File: src/rtl/wadd_pkg.sv
// Shared types and constants for the byte-serial wide adder.
package wadd_pkg;

  localparam int SLICE_W = 8;

  typedef enum logic [1:0] {
    IDLE = 2'd0,
    RUN  = 2'd1,
    DONE = 2'd2
  } state_t;

endpackage

File: src/rtl/cla8_slice.sv
// Combinational 8-bit carry-lookahead adder slice.
// With WADD_OVF_EN defined it also exposes c7, the carry into the top bit.
module cla8_slice
  import wadd_pkg::*;
(
  input  logic [SLICE_W-1:0] a,
  input  logic [SLICE_W-1:0] b,
  input  logic               cin,
  output logic [SLICE_W-1:0] sum,
  output logic               cout
`ifdef WADD_OVF_EN
  ,
  output logic               c7
`endif
);

  logic [SLICE_W-1:0] g;
  logic [SLICE_W-1:0] p;
  logic [SLICE_W:0]   c;
  logic               run_p;

  // Every carry is a flat sum of generate terms, each gated by the propagate
  // product of the bits above it, so no carry waits on its lower neighbour.
  always_comb begin
    g     = a & b;
    p     = a ^ b;
    c     = '0;
    c[0]  = cin;
    run_p = 1'b1;
    for (int i = 1; i <= SLICE_W; i++) begin
      run_p = 1'b1;
      for (int j = i - 1; j >= 0; j--) begin
        c[i]  = c[i] | (g[j] & run_p);
        run_p = run_p & p[j];
      end
      c[i] = c[i] | (run_p & cin);
    end
    sum  = p ^ c[SLICE_W-1:0];
    cout = c[SLICE_W];
  end

`ifdef WADD_OVF_EN
  assign c7 = c[SLICE_W-1];
`endif

endmodule

File: src/rtl/wide_add_sequencer.sv
// Byte-serial wide adder: one 8-bit CLA slice reused LSB byte first, carry held in a flop.
// Define WADD_OVF_EN to add the signed-overflow output ovf.
module wide_add_sequencer
  import wadd_pkg::*;
#(
  parameter int NBYTES = 4
)
(
  input  logic                    clk,
  input  logic                    rst,
  input  logic                    in_valid,
  output logic                    in_ready,
  input  logic [SLICE_W*NBYTES-1:0] a,
  input  logic [SLICE_W*NBYTES-1:0] b,
  input  logic                    cin,
  output logic                    out_valid,
  input  logic                    out_ready,
  output logic [SLICE_W*NBYTES-1:0] sum,
  output logic                    cout,
  output logic                    busy
`ifdef WADD_OVF_EN
  ,
  output logic                    ovf
`endif
);

  localparam int DW    = SLICE_W * NBYTES;
  localparam int IDX_W = $clog2(NBYTES);
  localparam logic [IDX_W-1:0] IDX_LAST = IDX_W'(NBYTES - 1);

  state_t            state_q, state_d;
  logic [IDX_W-1:0]  idx_q, idx_d;
  logic [DW-1:0]     a_q, a_d;
  logic [DW-1:0]     b_q, b_d;
  logic [DW-1:0]     sum_q, sum_d;
  logic              carry_q, carry_d;
  logic              in_ready_q, in_ready_d;
  logic              out_valid_q, out_valid_d;
  logic              busy_q, busy_d;

  logic [SLICE_W-1:0] slice_a;
  logic [SLICE_W-1:0] slice_b;
  logic [SLICE_W-1:0] slice_sum;
  logic               slice_cout;

  assign slice_a = a_q[SLICE_W*idx_q +: SLICE_W];
  assign slice_b = b_q[SLICE_W*idx_q +: SLICE_W];

`ifdef WADD_OVF_EN
  logic ovf_q, ovf_d;
  logic slice_c7;

  cla8_slice u_slice (
    .a    (slice_a),
    .b    (slice_b),
    .cin  (carry_q),
    .sum  (slice_sum),
    .cout (slice_cout),
    .c7   (slice_c7)
  );

  assign ovf = ovf_q;
`else
  cla8_slice u_slice (
    .a    (slice_a),
    .b    (slice_b),
    .cin  (carry_q),
    .sum  (slice_sum),
    .cout (slice_cout)
  );
`endif

  always_comb begin
    state_d     = state_q;
    idx_d       = idx_q;
    a_d         = a_q;
    b_d         = b_q;
    sum_d       = sum_q;
    carry_d     = carry_q;
    in_ready_d  = in_ready_q;
    out_valid_d = out_valid_q;
    busy_d      = busy_q;
`ifdef WADD_OVF_EN
    ovf_d       = ovf_q;
`endif
    case (state_q)
      IDLE: begin
        if (in_valid && in_ready_q) begin
          a_d        = a;
          b_d        = b;
          carry_d    = cin;
          idx_d      = '0;
          state_d    = RUN;
          in_ready_d = 1'b0;
          busy_d     = 1'b1;
        end
      end
      RUN: begin
        sum_d[SLICE_W*idx_q +: SLICE_W] = slice_sum;
        carry_d = slice_cout;
        // idx parks on the last byte instead of wrapping
        if (idx_q == IDX_LAST) begin
          state_d     = DONE;
          out_valid_d = 1'b1;
`ifdef WADD_OVF_EN
          ovf_d       = slice_c7 ^ slice_cout;
`endif
        end else begin
          idx_d = idx_q + IDX_W'(1);
        end
      end
      DONE: begin
        if (out_ready) begin
          state_d     = IDLE;
          out_valid_d = 1'b0;
          in_ready_d  = 1'b1;
          busy_d      = 1'b0;
        end
      end
      default: begin
        state_d     = IDLE;
        out_valid_d = 1'b0;
        in_ready_d  = 1'b1;
        busy_d      = 1'b0;
      end
    endcase
  end

  always_ff @(posedge clk) begin
    if (rst) begin
      state_q     <= IDLE;
      idx_q       <= '0;
      a_q         <= '0;
      b_q         <= '0;
      sum_q       <= '0;
      carry_q     <= 1'b0;
      in_ready_q  <= 1'b1;
      out_valid_q <= 1'b0;
      busy_q      <= 1'b0;
`ifdef WADD_OVF_EN
      ovf_q       <= 1'b0;
`endif
    end else begin
      state_q     <= state_d;
      idx_q       <= idx_d;
      a_q         <= a_d;
      b_q         <= b_d;
      sum_q       <= sum_d;
      carry_q     <= carry_d;
      in_ready_q  <= in_ready_d;
      out_valid_q <= out_valid_d;
      busy_q      <= busy_d;
`ifdef WADD_OVF_EN
      ovf_q       <= ovf_d;
`endif
    end
  end

  assign in_ready  = in_ready_q;
  assign out_valid = out_valid_q;
  assign busy      = busy_q;
  assign sum       = sum_q;
  assign cout      = carry_q;

endmodule
File: config.mk
export PLATFORM = sky130hd
export DESIGN_NAME = wide_add_sequencer
export DESIGN_NICKNAME = d
export VERILOG_FILES = /design/src/rtl/wadd_pkg.sv /design/src/rtl/cla8_slice.sv /design/src/rtl/wide_add_sequencer.sv
export SDC_FILE = /design/constraint.sdc
export NUM_CORES = 1
export LEC_CHECK = 0
export ABC_AREA = 1
export CAP_MARGIN = 10
export CORE_MARGIN = 5
export CORE_UTILIZATION = 54
export DETAILED_ROUTE_END_ITERATION = 6
export HOLD_SLACK_MARGIN = 0.03
export PLACE_DENSITY = 0.85
export SYNTH_ARGS = -nofsm -noshare
export SYNTH_HDL_FRONTEND = slang
export SYNTH_SLANG_ARGS = --single-unit
File: constraint.sdc
create_clock -name clk -period 5.7 [get_ports clk]
set_input_delay 0.855 -clock clk [delete_from_list [all_inputs] [get_ports clk]]
set_output_delay 0.855 -clock clk [all_outputs]
set_load 0.01 [all_outputs]
# After elaboration in Yosys (flattened, before gate mapping)
# Index checks and enable logic that the tools add are counted.
# totals
in_bits	69
regBits	104
wordCells	154
# op_classes
n_addsub	2
eq_ne	7
shift	4
reduce_logical	9
muxes	18
bitwise_logic	105
# op_table
cell	n
AND 1 bit	64
indexed part select 32 x 6 -> 8 bit	2
bitwise OR 1 bit	36
negation 5 -> 34 bit	1
variable shift 8 x 34 -> 32 bit (first input constant)	1
indexed part select 8 x 34 -> 32 bit	1
bitwise mux 32 bit	1
XOR 8 bit	2
AND reduction 3 bit	4
2-to-1 mux 2 bit	5
case mux 1 bit (3 select lines)	3
AND 8 bit	1
!= test 2 bit (second input constant)	4
2-to-1 mux 1 bit	6
case mux 2 bit (3 select lines)	1
equality test 2 bit (second input constant)	2
case mux 2 bit (2 select lines)	1
AND reduction 2 bit	2
adder 2 x 1 -> 2 bit (second input constant)	1
equality test 2 x 1 -> 1 bit (second input constant)	1
zero test 2 bit	1
NOT 1 bit	2
case mux 1 bit (2 select lines)	1
nonzero test 2 bit	1
logical AND 1 bit	1

# Logic depth before layout (Yosys ltp)
# logic_depth
depth_word	13
mapped_depth	16
mapped_depth_nobuf	15

# Hierarchy
# Synthesis repeated with hierarchy kept, for this count alone.
# hier_totals
hier_cells	660
area_unflattened_um2	4740.8
# by_module_without_submodules
mod	instances	cells_per_inst	area_per_inst_um2	seq_area_each_um2
wide_add_sequencer	1	589	4322.9	2082.0
cla8_slice	1	71	417.9	0.0

# Worst setup path before layout
# No wires, ideal clock.
# synth_timing
kind	register -> register
startpoint	register idx_q[0]
endpoint	register sum_q[28] (netlist: sum[28])
path_stages_with_launch	17
slack_ns	3.299
n_path_buf	2
t_arrival_ns	2.330
cell_sequence	dfxtp_1 -> buf_2 -> buf_1 -> o21ai_0 -> o22ai_1 -> ha_1 -> inv_1 -> nand2_1 -> nand3_1 -> nand2_1 -> nand2_1 -> nand2_1 -> nand2_1 -> nand2_1 -> nor2_1 -> nand3_1 -> a21oi_1
# synth_via
elab_chain_len	13
word_cells_on_any_way	86
cone_classes	add/sub (1); shift (4); mux (1); bitwise (80)
# synth_lines
item	line	text
from (decl)	wide_add_sequencer.sv:32	logic [IDX_W-1:0] idx_q, idx_d;
from (signal assigned)	wide_add_sequencer.sv:145	idx_q <= idx_d;
indexed part select 32 x 6 -> 8 bit, on equally long branches	wide_add_sequencer.sv:46, wide_add_sequencer.sv:47	
AND 8 bit or XOR 8 bit (tied branches)	cla8_slice.sv:25, cla8_slice.sv:26	
AND 1 bit, on equally long branches	cla8_slice.sv:33, cla8_slice.sv:34	
bitwise OR 1 bit (tied with other cells) (5 in series)	cla8_slice.sv:33	c[i] = c[i] | (g[j] & run_p);
bitwise OR 1 bit or AND 1 bit (tied branches)	cla8_slice.sv:33, cla8_slice.sv:36	
bitwise OR 1 bit	cla8_slice.sv:36	c[i] = c[i] | (run_p & cin);
XOR 8 bit	cla8_slice.sv:38	sum = p ^ c[SLICE_W-1:0];
indexed part select 8 x 34 -> 32 bit	wide_add_sequencer.sv:99	sum_d[SLICE_W*idx_q +: SLICE_W] = slice_sum;
bitwise mux 32 bit *	wide_add_sequencer.sv:99	
to (signal assigned)	wide_add_sequencer.sv:148	sum_q <= sum_d;
to (decl)	wide_add_sequencer.sv:35	logic [DW-1:0] sum_q, sum_d;
# Every way passes the cells marked *; elsewhere a longest branch is shown, timed or not.
# A chain may end at the register's enable or synchronous reset.

# Worst setup path after layout
# layout_timing
startpoint	register idx_q[1]
endpoint	register sum_q[12] (netlist: sum[12])
# Same word-level chain as after synthesis.

==> run_results.csv <==
group,metric,value,unit
drt,vias_per_cell,5.30,
timing,worstMarginPinSlew,1.16,ns
global_routing,grt_pass1_wl,19500,um
global_routing,grt_pass1_vias,4292,
global_routing,grt_usage,0.214,
placement,io_buffers,104,
synthesis,postSynthAreaPerCell,7.46,um^2
timing,tns,0,ns
worst_setup_path,critical_path.most_common_cell,"nand2_1",
cts,cts_root_buffer,"clkbuf_8",
timing,max_freq,0.309,GHz
power_and_ir_drop,p_leak,2.34,nW
cts,cts.htree.levels,3,
cts,clk_pin_slew,0.09,ns
timing,rsz0062_at_grt,"no",
cts,cts_buffers,9,
worst_setup_path,critPathLaunchType,"flop",
drt,drt.antenna.violating_nets,0,
timing,final_max_slew_viol_count,0,
power_and_ir_drop,pwr-share-clk,0.159,
synthesis,ys_seq_elements,104,
power_and_ir_drop,ir_worst_vdd,199,uV
placement,placedCellCount,814,
min_path,hold_class,"flop to flop",
floorplanning,start_util,0.550,
worst_setup_path,cp_max_fo,22,
worst_setup_path,required,6.00,ns
timing,fin_skew,0.00805,ns
final_layout,final_nets,802,
drt,wl_met1,4820,um
cts,post-cts-setup-buffer-count,0,
cts,cts_tree,"done",
final_layout,final_cells,830,
synthesis,yosys_most_used_dff,"dfxtp_1",
timing,min_period,3.24,ns
timing,final_hold_viol_count,0,
cts,clockBufferDepth,2,
floorplanning,die_x,104,um
worst_setup_path,crit_path_max_incr_delay,0.75,ns
worst_setup_path,arrival,3.54,ns
status,status,"finished clean",
power_and_ir_drop,p_int,0.00173,W
floorplanning,io_pins,105,
drt,wl_met2,5820,um
final_layout,syn2layout_area_growth,24.5,%
worst_setup_path,cp_cell_sequence,"inv_1, a32oi_1, ha_1, nand2_1, nand2_1, nand3_1, nand2_1, nand2_1, nand2_1, nand2_1, nand2_1, nor2_1, nand3_1, a21oi_1",
timing,setup_viol,0,
cts,ctsHoldBuffers,0,
drt,met3_length,726,um
timing,hold_slack,0.472,ns
worst_setup_path,worstSetupEndpointType,"flop",
job,cap_violations,0,
global_routing,antenna_found_initial,0,
power_and_ir_drop,p_comb_frac,0.496,
cts,worst_skew_pair.late_latency,0.37,ns
drt,firstDrtPassIters,5,
drt,vias,4395,
floorplanning,core_area,8640,um^2
floorplanning,die-area,10800,um^2
synthesis,syn_nets,721,
final_layout,diodes,0,
cts,cts_num_sinks,104,
synthesis,synth_cell_types,39,
synthesis,synth_warnings,0,
floorplanning,num_rows,34,
synthesis,synth_edf_count,0,
worst_setup_path,path_class,"flop to flop",
synthesis,syn_inst,636,
drt,wl_per_cell,14.0,um
synthesis,ys_async_sr_fraction,0,
synthesis,synth_area,4750,um^2
power_and_ir_drop,p_per_area,525,nW/um^2
drt,top_layer,"met4",
placement,hpwlAfterDp,8530,um
synthesis,synth-seq-area-share,0.439,
power_and_ir_drop,switchingPower,0.00137,W
placement,finalWeightedCongestion,0.855,
worst_setup_path,critical_path.slowest_cell,"dfxtp_1",
floorplanning,fp.dieH,104,um
power_and_ir_drop,p_seq_frac,0.345,
cts,cts_repair_resize_count,0,
timing,slew_headroom,0.223,
final_layout,drive_above_1_share,0.0706,
timing,fin_crit_sh,0.568,
drt,drc,0,
drt,drtIter0Drc,176,
power_and_ir_drop,swShare,0.441,
drt,wirelength,11600,um
global_routing,grt_overflow,0,
global_routing,grt_max_degree,69,
[sequential cells by signal, indices dropped and copies added (netlist names)]
signal / flops
a_q: 32
b_q: 32
sum: 32
idx_q: 2
state_q: 2
busy: 1
cout: 1
in_ready: 1
out_valid: 1
[area by class of cell]
cell class                 count  area, um^2
clock buffer                  11         131
clock inverter                 5        81.3
fill                         707        2730
inverter                      28         108
multi-input combinational    466        2300
sequential                   104        2080
tap                          108         135
timing repair buffer         108        1070
[cell usage in the layout, fill, tap and decap left out, drive strengths merged, types with 2 or more instances in the layout]
| cell | instances |
|---|---|
| or2 | 2 |
| dfxtp | 104 |
| bufinv | 2 |
| nor3 | 6 |
| buf | 4 |
| clkbuf | 11 |
| o22ai | 14 |
| o21ai | 97 |
| a21oi | 38 |
| a32oi | 3 |
| ha | 15 |
| a22oi | 2 |
| clkinv | 2 |
| nand3 | 16 |
| nand4 | 2 |
| nand2 | 89 |
| nand3b | 2 |
| clkdlybuf4s50 | 104 |
| inv | 28 |
| nor2 | 173 |
[worst max-delay path: cells and delay by family (launching register included)]
family | cells | cell delay, ns
AND/OR/NAND/NOR | 10 | 0.96
flip-flops | 1 | 0.75
AO/OA/AOI/OAI | 2 | 0.63
buffers and inverters | 1 | 0.53
adder cells (fa/ha/maj) | 1 | 0.30
[metrics by stage]
step | setup WS, ns | util | instance area (um^2) | total power (W)
2_1_floorplan | 3.30 | - | 4750 | 0.00228
3_3_place_gp | 2.36 | 0.660 | 5700 | 0.00254
3_5_place_dp | 2.23 | 0.660 | 5700 | 0.00260
4_1_cts | 2.48 | 0.684 | 5910 | 0.00310
5_1_grt | 2.16 | 0.684 | 5910 | 0.00336
6_report | 2.46 | 0.684 | 5910 | 0.00310
[cell families after synthesis]
family / count (synthesis) / share of synthesized area
buffers and inverters: 66 / 0.0765
AND/OR/NAND/NOR: 292 / 0.265
AO/OA/AOI/OAI: 157 / 0.175
XOR/XNOR: 1 / 0.00185
flip-flops: 104 / 0.439
adder cells (fa/ha/maj): 16 / 0.0438
[Yosys cell counts (2+ instances only)]
| cell type | count | area share |
|---|---|---|
| or2_2 | 2 | 0.0026 |
| buf_1 | 3 | 0.0024 |
| a32oi_1 | 3 | 0.0055 |
| buf_2 | 3 | 0.0032 |
| nand2_4 | 2 | 0.0047 |
| buf_4 | 3 | 0.0047 |
| o21ai_0 | 91 | 0.096 |
| a22oi_1 | 2 | 0.0032 |
| nand4_1 | 2 | 0.0026 |
| nand3b_1 | 2 | 0.0032 |
| nand2_1 | 85 | 0.067 |
| nand2_2 | 2 | 0.0026 |
| dfxtp_1 | 104 | 0.44 |
| o21ai_1 | 6 | 0.0063 |
| buf_8 | 5 | 0.016 |
| o22ai_1 | 14 | 0.018 |
| clkbuf_1 | 20 | 0.016 |
| inv_1 | 24 | 0.019 |
| nor2_4 | 2 | 0.0047 |
| nor2_2 | 17 | 0.022 |
| a21oi_1 | 38 | 0.040 |
| nand3_1 | 15 | 0.016 |
| nor2_1 | 154 | 0.12 |
| buf_12 | 2 | 0.0084 |
| nor3_1 | 5 | 0.0053 |
| inv_2 | 3 | 0.0024 |
| ha_1 | 15 | 0.040 |
[power groups by stage]
stage / logic, W / clock network, W / registers [W]
6_report: 0.00154 / 0.000494 / 0.00107
5_1_grt: 0.00173 / 0.000534 / 0.00109
4_1_cts: 0.00153 / 0.000502 / 0.00107
3_5_place_dp: 0.00152 / 0 / 0.00108
3_3_place_gp: 0.00147 / 0 / 0.00107
2_1_floorplan: 0.00122 / 0 / 0.00105
[layer usage]
layer	up-vias	global-route usage
li1	2242	-
met1	1971	0.252
met2	154	0.375
met4	0	0.0851
met5	-	0
met3	28	0.0485
[worst paths after layout]
kind | start | end | slack (ns) | cells past startpoint
setup / recovery | idx_q[1] | sum[12] | 2.46 | 14
hold / removal | sum[19] | sum[19] | 0.47 | 2
setup reg to reg | idx_q[1] | sum[12] | 2.46 | 14
hold reg to reg | sum[19] | sum[19] | 0.47 | 2
(Power assumes the default switching activity.)
